## src/rtl/muldiv_unit_if.sv

```systemverilog
// muldiv_unit_if: request/response bundle between the EX stage and the
// multi-cycle RV32M multiply/divide unit.
interface muldiv_unit_if #(
  parameter int XLEN = 32
);
  logic            start;
  logic [2:0]      funct3;
  logic [XLEN-1:0] rs1;
  logic [XLEN-1:0] rs2;
  logic            kill;
  logic            busy;
  logic            done;
  logic [XLEN-1:0] result;
  logic            stall;

  modport master (
    output start, funct3, rs1, rs2, kill,
    input  busy, done, result, stall
  );

  modport slave (
    input  start, funct3, rs1, rs2, kill,
    output busy, done, result, stall
  );
endinterface

```

## src/rtl/muldiv_unit.sv

```systemverilog
// muldiv_unit: multi-cycle RV32M unit (MUL/MULH/MULHSU/MULHU/DIV/DIVU/REM/REMU).
// Multiplies take one working cycle; divides use a restoring radix-2 loop
// producing one quotient bit per cycle. Divide-by-zero and signed overflow
// are resolved directly from IDLE without entering the divide loop.
module muldiv_unit #(
  parameter int XLEN = 32
) (
  input logic          clk,
  input logic          rst,
  muldiv_unit_if.slave io_bus
);

  localparam int CW = $clog2(XLEN);
  localparam logic [XLEN-1:0] MIN_NEG  = {1'b1, {(XLEN-1){1'b0}}};
  localparam logic [XLEN-1:0] ALL_ONES = '1;

  typedef enum logic [1:0] {
    S_IDLE,
    S_MUL,
    S_DIV,
    S_DONE
  } state_t;

  state_t           r_state;
  state_t           w_nextState;
  logic             r_busy;
  logic [XLEN-1:0]  r_result;
  logic [2:0]       r_funct3;
  logic [XLEN-1:0]  r_op1;
  logic [XLEN-1:0]  r_op2;
  logic [XLEN-1:0]  r_dvd;
  logic [XLEN-1:0]  r_dvs;
  logic [XLEN-1:0]  r_rem;
  logic [CW-1:0]    r_cnt;
  logic             r_negQ;
  logic             r_negR;

  // Request decode in IDLE (funct3[0]=0 selects the signed divide flavours).
  logic             w_accept;
  logic             w_isDivOp;
  logic             w_isRemOp;
  logic             w_opSigned;
  logic             w_divZero;
  logic             w_overflow;
  logic [XLEN-1:0]  w_rs1Mag;
  logic [XLEN-1:0]  w_rs2Mag;

  // Multiply datapath.
  logic             w_aSign;
  logic             w_bSign;
  logic signed [2*XLEN-1:0] w_mulA;
  logic signed [2*XLEN-1:0] w_mulB;
  logic signed [2*XLEN-1:0] w_prod;
  logic [XLEN-1:0]  w_mulRes;

  // Divide step datapath.
  logic [XLEN:0]    w_remShift;
  logic [XLEN:0]    w_diff;
  logic             w_qBit;
  logic [XLEN-1:0]  w_remNext;
  logic [XLEN-1:0]  w_dvdNext;
  logic [XLEN-1:0]  w_quotFix;
  logic [XLEN-1:0]  w_remFix;
  logic [XLEN-1:0]  w_divRes;
  logic             w_done;

  assign w_accept   = (r_state == S_IDLE) & io_bus.start & ~io_bus.kill;
  assign w_isDivOp  = io_bus.funct3[2];
  assign w_isRemOp  = io_bus.funct3[1];
  assign w_opSigned = ~io_bus.funct3[0];
  assign w_divZero  = (io_bus.rs2 == '0);
  assign w_overflow = w_opSigned & (io_bus.rs1 == MIN_NEG) & (io_bus.rs2 == ALL_ONES);
  assign w_rs1Mag   = (w_opSigned & io_bus.rs1[XLEN-1]) ? -io_bus.rs1 : io_bus.rs1;
  assign w_rs2Mag   = (w_opSigned & io_bus.rs2[XLEN-1]) ? -io_bus.rs2 : io_bus.rs2;

  // The 33x33 signed product is formed on operands already widened to 64 bits;
  // the low 64 bits of that product are exact, which is all MUL/MULH* need.
  assign w_aSign  = (r_funct3[1] ^ r_funct3[0]) & r_op1[XLEN-1];
  assign w_bSign  = (r_funct3[1:0] == 2'b01) & r_op2[XLEN-1];
  assign w_mulA   = {{XLEN{w_aSign}}, r_op1};
  assign w_mulB   = {{XLEN{w_bSign}}, r_op2};
  assign w_prod   = w_mulA * w_mulB;
  assign w_mulRes = (r_funct3 == 3'b000) ? w_prod[XLEN-1:0] : w_prod[2*XLEN-1:XLEN];

  // The subtraction is one bit wider than the operands; its top bit is the
  // borrow, so "remainder >= divisor" never suffers from wrap-around.
  assign w_remShift = {r_rem, r_dvd[XLEN-1]};
  assign w_diff     = w_remShift - {1'b0, r_dvs};
  assign w_qBit     = ~w_diff[XLEN];
  assign w_remNext  = w_qBit ? w_diff[XLEN-1:0] : w_remShift[XLEN-1:0];
  assign w_dvdNext  = {r_dvd[XLEN-2:0], w_qBit};
  assign w_quotFix  = r_negQ ? -w_dvdNext : w_dvdNext;
  assign w_remFix   = r_negR ? -w_remNext : w_remNext;
  assign w_divRes   = r_funct3[1] ? w_remFix : w_quotFix;

  assign w_done        = (r_state == S_DONE);
  assign io_bus.done   = w_done;
  assign io_bus.stall  = io_bus.start & ~w_done;
  assign io_bus.busy   = r_busy;
  assign io_bus.result = r_result;

  // State register; reset drops any operation in flight immediately.
  always_ff @(posedge clk or posedge rst) begin
    if (rst) begin
      r_state <= S_IDLE;
    end else begin
      r_state <= w_nextState;
    end
  end

  // Next-state logic; kill overrides everything and returns to IDLE.
  always_comb begin
    w_nextState = r_state;
    case (r_state)
      S_IDLE: begin
        if (w_accept) begin
          if (!w_isDivOp) begin
            w_nextState = S_MUL;
          end else if (w_divZero || w_overflow) begin
            w_nextState = S_DONE;
          end else begin
            w_nextState = S_DIV;
          end
        end
      end
      S_MUL:   w_nextState = S_DONE;
      S_DIV:   if (r_cnt == '0) w_nextState = S_DONE;
      S_DONE:  w_nextState = S_IDLE;
      default: w_nextState = S_IDLE;
    endcase
    if (io_bus.kill) begin
      w_nextState = S_IDLE;
    end
  end

  // Operand latching, divide iteration and result write (only when entering DONE).
  always_ff @(posedge clk or posedge rst) begin
    if (rst) begin
      r_busy   <= 1'b0;
      r_result <= '0;
      r_funct3 <= '0;
      r_op1    <= '0;
      r_op2    <= '0;
      r_dvd    <= '0;
      r_dvs    <= '0;
      r_rem    <= '0;
      r_cnt    <= '0;
      r_negQ   <= 1'b0;
      r_negR   <= 1'b0;
    end else begin
      r_busy <= (w_nextState == S_MUL) || (w_nextState == S_DIV);
      if (!io_bus.kill) begin
        case (r_state)
          S_IDLE: begin
            if (io_bus.start) begin
              r_funct3 <= io_bus.funct3;
              r_op1    <= io_bus.rs1;
              r_op2    <= io_bus.rs2;
              r_dvd    <= w_rs1Mag;
              r_dvs    <= w_rs2Mag;
              r_rem    <= '0;
              r_cnt    <= CW'(XLEN - 1);
              r_negQ   <= w_opSigned & (io_bus.rs1[XLEN-1] ^ io_bus.rs2[XLEN-1]);
              r_negR   <= w_opSigned & io_bus.rs1[XLEN-1];
              if (w_isDivOp && w_divZero) begin
                r_result <= w_isRemOp ? io_bus.rs1 : ALL_ONES;
              end else if (w_isDivOp && w_overflow) begin
                r_result <= w_isRemOp ? '0 : MIN_NEG;
              end
            end
          end
          S_MUL: begin
            r_result <= w_mulRes;
          end
          S_DIV: begin
            r_rem <= w_remNext;
            r_dvd <= w_dvdNext;
            r_cnt <= r_cnt - CW'(1);
            if (r_cnt == '0) begin
              r_result <= w_divRes;
            end
          end
          default: ;
        endcase
      end
    end
  end

endmodule

```

## src/flat_wrapper.sv

```systemverilog
// flat-port wrapper written by rule: the top's interface ports become plain ports
module muldiv_unit_flat 
#(
  parameter int XLEN = 32
)
  (clk, rst, io_bus_start, io_bus_funct3, io_bus_rs1, io_bus_rs2, io_bus_kill, io_bus_busy, io_bus_done, io_bus_result, io_bus_stall);
  muldiv_unit_if #(.XLEN(XLEN)) io_bus_i ();
  input logic clk;
  input logic rst;
  input wire logic [$bits(io_bus_i.start)-1:0] io_bus_start;
  input wire logic [$bits(io_bus_i.funct3)-1:0] io_bus_funct3;
  input wire logic [$bits(io_bus_i.rs1)-1:0] io_bus_rs1;
  input wire logic [$bits(io_bus_i.rs2)-1:0] io_bus_rs2;
  input wire logic [$bits(io_bus_i.kill)-1:0] io_bus_kill;
  output wire logic [$bits(io_bus_i.busy)-1:0] io_bus_busy;
  output wire logic [$bits(io_bus_i.done)-1:0] io_bus_done;
  output wire logic [$bits(io_bus_i.result)-1:0] io_bus_result;
  output wire logic [$bits(io_bus_i.stall)-1:0] io_bus_stall;
  assign io_bus_i.start = io_bus_start;
  assign io_bus_i.funct3 = io_bus_funct3;
  assign io_bus_i.rs1 = io_bus_rs1;
  assign io_bus_i.rs2 = io_bus_rs2;
  assign io_bus_i.kill = io_bus_kill;
  assign io_bus_busy = io_bus_i.busy;
  assign io_bus_done = io_bus_i.done;
  assign io_bus_result = io_bus_i.result;
  assign io_bus_stall = io_bus_i.stall;
  muldiv_unit #(.XLEN(XLEN)) u_core (.clk(clk), .rst(rst), .io_bus(io_bus_i));
endmodule
```

## config.mk

```make
export PLATFORM = sky130hd
export DESIGN_NAME = muldiv_unit_flat
export DESIGN_NICKNAME = d
export VERILOG_FILES = /design/src/rtl/muldiv_unit_if.sv /design/src/rtl/muldiv_unit.sv /design/src/flat_wrapper.sv
export SDC_FILE = /design/constraint.sdc
export NUM_CORES = 2
export LEC_CHECK = 0
export CAP_MARGIN = 20
export CORE_MARGIN = 8
export CORE_UTILIZATION = 50
export DETAILED_ROUTE_END_ITERATION = 7
export MAX_ROUTING_LAYER = met4
export PLACE_DENSITY = 0.64
export SYNTH_ARGS = -nofsm -noshare
export SYNTH_HDL_FRONTEND = slang
export SYNTH_SLANG_ARGS = --single-unit
export TNS_END_PERCENT = 10
```

## constraint.sdc

```tcl
create_clock -name clk -period 15.6 [get_ports clk]
set_input_delay 2.34 -clock clk [delete_from_list [all_inputs] [get_ports clk]]
set_output_delay 2.34 -clock clk [all_outputs]
set_load 0.05 [all_outputs]
```

# Word-level counts from Yosys, hierarchy flattened
# Index checks and enable logic that the tools add are counted.
# totals
in_bits	71
elab_cells	85
output_inout_bits	35
reg_bits	205
# classes
n_reduce_logical	13
bitwise_logic	16
n_addsub	6
n_eq_ne	11
n_mul	1
muxes	26
# ops
op	count
$mux 32	15
$neg 32->32	4
$pmux 32 s2	2
$pmux 32 s3	1
$eq 32x32->1 const B	2
$mul 33x33->64	1
$sub 33x32->33	1
$logic_not 32->1	1
$and 1x1->1	10
$pmux 5 s2	1
$mux 2	4
$pmux 2 s4	1
$eq 2x1->1 const B	3
$eq 2x2->1 const B	3
$reduce_and 3->1	2
$logic_not 5->1	1
$mux 5	1
$reduce_and 5->1	1
$sub 5x1->5 const B	1
$not 1->1	4
$logic_not 3->1	1
$ne 3x3->1 const B	1
$reduce_bool 3->1	1
$logic_and 1x1->1	2
other kinds (7)	9

# Longest topological paths before layout
# logic_depth
depth_word	11
ltp_mapped	36
ltp_nobuf	32

# Least setup slack after synthesis
# No wires, ideal clock.
# synth_path
kind	flip-flop to flip-flop
start	register u_core.r_funct3[1]
end	register u_core.r_result[29], in the netlist u_core.io_bus.result[29]
slack_ns	6.470
stages_incl_launch_ff	33
t_arrival_ns	9.026
setup_time_ns	0.104
required_time_ns	15.496
path_buffers	3
cell_sequence	dfrtp_1 > clkbuf_1 > inv_1 > clkbuf_1 > ha_1 > and2_0 > clkbuf_1 > nand2_1 > inv_1 > fa_1 > inv_1 > fa_1 > inv_1 > fa_1 > inv_1 > fa_1 > fa_1 > fa_1 > fa_1 > fa_1 > inv_1 > ha_1 > nand2_1 > nand2b_1 > a21oi_1 > o21ai_0 > a21oi_1 > o21ai_0 > or2_2 > mux2_1 > o2111ai_1 > a21oi_1 > a221oi_1
# synth_via
elab_chain_cells	5
elab_cells_between_ends	10
cone_classes	1 x mul; 1 x eq/ne; 4 x mux; 3 x bitwise; 1 x reduce/logical
# synth_lines
item	line_no	source
start, declared	muldiv_unit.sv:28	logic [2:0] r_funct3;
start signal, assigned	muldiv_unit.sv:156	r_funct3 <= io_bus.funct3;
$eq 2x1->1 or $xor 1x1->1 (tied branches)	muldiv_unit.sv:79, muldiv_unit.sv:78	
$and 1x1->1, on equally long branches	muldiv_unit.sv:79, muldiv_unit.sv:78	
$mul 33x33->64	muldiv_unit.sv:82	assign w_prod = w_mulA * w_mulB;
$mux 32	muldiv_unit.sv:83	assign w_mulRes = (r_funct3 == 3'b000) ? w_prod[XLEN-1:0] : w_prod[2*XLEN-1:XLEN];
$pmux 32 s3 *	muldiv_unit.sv:153	case (r_state)
end signal, assigned	muldiv_unit.sv:166	r_result <= w_isRemOp ? io_bus.rs1 : ALL_ONES;
end signal, assigned	muldiv_unit.sv:168	r_result <= w_isRemOp ? '0 : MIN_NEG;
end signal, assigned	muldiv_unit.sv:173	r_result <= w_mulRes;
end, declared	muldiv_unit.sv:27	logic [XLEN-1:0] r_result;
# Mark *: on every way between the ends. The rest lies on a longest branch, timed or not. The select of a mux whose other input is x is not followed.
# A chain may end at the register's enable or synchronous reset.

# Worst setup path after layout
# Same ends and word-level chain as after synthesis.

==> results.md <==
* Row count at 118
* Worst Tran Pin Value at 1.31 ns
* R2R Path End: u_core.io_bus.result[29]
* Number of flops mapped to enable cells by yosys at 0
* Final period util at 63.7%
* Post-Syn Area at 0.0523 mm^2
* Hold Path Class: reg -> reg
* Syn Area/Cell at 8.60 um^2
* Reg2Reg Setup Slack at 5.67 ns
* Routability-driven placement congestion ratio at 0.974
* Num CTS Buffers at 24
* CTS sink count at just over 200
* Vias per cell at around 5.6
* Synth top area cells: fa_1 (43%), dfrtp_1 (9.8%), inv_1 (9.1%)
* First-pass GRT wire length at 243 mm
* Status: complete, no violations
* Register area share after synthesis at 9.77%
* Reg2reg start: u_core.r_funct3[1]
* Starting Density at between 50% and 60%
* Synth area leader: fa_1
* Post-DP HPWL at 121 mm
* RSZ-0062 raised after global routing: false
* Startpoint class of the critical path: flop
* R2R depth at 31
* Max Freq at 101 MHz
* Drt total wl at 150 mm
* Core ar. at 0.104 mm^2
* Max Slew Vio Count at 0
* Setup TNS at 0 ns
* Syn nets at 7,528
* Initial antenna violation count at 1
* Post-CTS setup buffer count at 0
* CTS tree: done
* Share of cells above drive strength 1 at 2.97%
* Vias in the first global route at 43,000
* Yosys reg bits at 204
* Setup Skew at 0.0141 ns
* Vias at 40,900
* # port buffers at around 110
* CTS HTree Levels at 1
* Most common cell on crit path: fa_1
* Syn Inst Count at 6,075
* DR WL/cell at 20.5 um
* Setup CP Type: reg -> reg
* Crit path required time at 16.04 ns
* Predominant post-synthesis flop cell: dfrtp_1
* CP peak stage delay at 0.82 ns
* Max Root-Sink Buffers at 3
* I/O Pins at between 100 and 150
* Die area at 0.115 mm^2
* Crit path max fanout at 19
* Share of the synthesized area in the top cell type at 43.1%
* Post-CTS Hold Buffers at 0
* Min Tclk post-route at 9.93 ns
* Hold path startpoint: u_core.r_op1[13]
* Final Hold Vio Count at 0
* DIE WIDTH at about 340 um
* Clock latency on the worst-skew pair at 0.55 ns
* Netlist cell types at 93
* Synthesis warning total at 0
* DR DRC count at 0
* Largest net degree at the start of global routing at 85
* Post_cts resized at 0
* Critical path arrival at approximately 10 ns
* Hold Crit Endpoint: u_core.r_op1[13]
* GRT overflow at 0
* Final Net Count at 7,404
* DR iter-0 viols at between 2,000 and 3,000
* Fraction of registers with async set/reset at 100%
* Maxcap violations at 0
* All-Layer GR Usage at 27.1%
* Slowest CP cell: fa_1
* Layout area overhead at 5.68%
* Slew headroom at 11.9%
* Routed Antenna Nets at 0
* DIE HEIGHT at 339 um
* Setup violations, final at 0
* Router iterations before antenna repair at 5
* Critical Path End Type: flop
* Clk slew on worst S/H paths at 0.07 ns
* # diodes at 0
* Hold Path Stages at 2
* Clock root buffer: clkbuf_16
cells by family after synthesis:
group / count (synthesis) / share of synthesized area [%]
AND/OR/NAND/NOR: 1899 / 16.3
buffers and inverters: 1610 / 11.6
adder cells (fa/ha/maj): 1382 / 49.3
AO/OA/AOI/OAI: 738 / 8.86
XOR/XNOR: 210 / 3.56
flip-flops: 204 / 9.77
multiplexers: 32 / 0.620
layer usage:
metal,part of all wire (%),vias up,GRT usage [%],wire [um]
li1,-,18100,-,-
met1,42,21100,35.6,63200
met2,49,1323,45.0,74000
met3,5.2,296,2.44,7770
met4,3.6,0,7.84,5460
met5,0,-,-,0
cell usage after synthesis, drive strengths merged, types with 16 or more instances:
cell type	n
mux2i	29
and2	281
a211oi	20
a31oi	17
dfrtp	204
a22oi	26
nand2	1202
o31ai	26
xnor2	134
nor3	41
o21bai	16
a21o	31
fa	1126
nand3	42
a221oi	18
o211ai	21
and3	32
inv	1272
o21a	17
clkbuf	310
buf	27
nor4	19
a21oi	168
or3	17
nand2b	22
nand4	21
nor2b	20
xor2	76
o21ai	274
nor2	145
ha	256
stage by stage:
| step | setup slack [ns] | cells | util (%) | cell area (um^2) | hold WS, ns |
|---|---|---|---|---|---|
| detailed placement | 5.79 | 7303 | 52.5 | 54400 | 0.465 |
| CTS | 5.74 | 7347 | 53.3 | 55200 | 0.481 |
| global placement | 5.97 | 7303 | 52.5 | 54400 | 0.461 |
| global route | 5.19 | 7349 | 53.3 | 55200 | 0.496 |
| finish | 5.67 | 7349 | 53.3 | 55200 | 0.477 |
| floorplan | 6.47 | 6075 | - | 52300 | 0.450 |
state kept, by name, summed over array words and instances, names as in the netlist:
signal,count
u_core.r_dvs,32
u_core.r_negQ,1
u_core.io_bus.result,32
u_core.r_state,2
u_core.r_funct3,3
u_core.r_negR,1
u_core.io_bus.busy,1
u_core.r_rem,32
u_core.r_op2,31
u_core.r_cnt,5
u_core.r_op1,32
u_core.r_dvd,32
layout make-up:
type,count,area [um^2]
inverters,1273,4790
well taps,1380,1730
fillers,9757,48400
repair buffers,187,1690
clock inverters,8,52.6
multi-input cells,4261,41100
clock buffers,36,717
flip-flops and latches,204,5120
placed cells by master (no fill, tap or decap), drive strengths merged, types with 32 or more instances in the layout:
cell	netlist	routed
a21oi	168	168
and2	281	281
and3	32	32
buf	27	82
clkbuf	310	36
clkdlybuf4s50	0	105
dfrtp	204	204
fa	1126	1126
ha	256	256
inv	1272	1272
nand2	1202	1202
nand3	42	42
nor2	145	145
nor3	41	41
o21ai	274	274
xnor2	134	134
xor2	76	76
worst max-delay path by stage:
stage / startpoint / endpoint / cells after the start / slack, ns
4_1_cts: u_core.r_funct3[1] / u_core.io_bus.result[29] / 31 / 5.74
6_report: u_core.r_funct3[1] / u_core.io_bus.result[29] / 31 / 5.67
3_5_place_dp: u_core.r_funct3[1] / u_core.io_bus.result[29] / 31 / 5.79
3_3_place_gp: u_core.r_funct3[1] / u_core.io_bus.result[29] / 31 / 5.97
2_1_floorplan: u_core.r_funct3[1] / u_core.io_bus.result[29] / 32 / 6.47
5_1_grt: u_core.r_funct3[1] / u_core.io_bus.result[29] / 31 / 5.19
worst max-delay path, delay by kind of cell, from the launching register on:
family | cells | cell delay (ns)
and+or+nand+nor | 5 | 0.79
muxes | 1 | 0.29
AOI/OAI and AO/OA | 7 | 1.48
DFF | 1 | 0.37
buffers and inverters | 8 | 1.62
adders and majority gates | 10 | 5.27
Power is left out: the tool's default activity adds up to more than one toggle a clock period on the data nets, which glitch-free logic cannot reach.
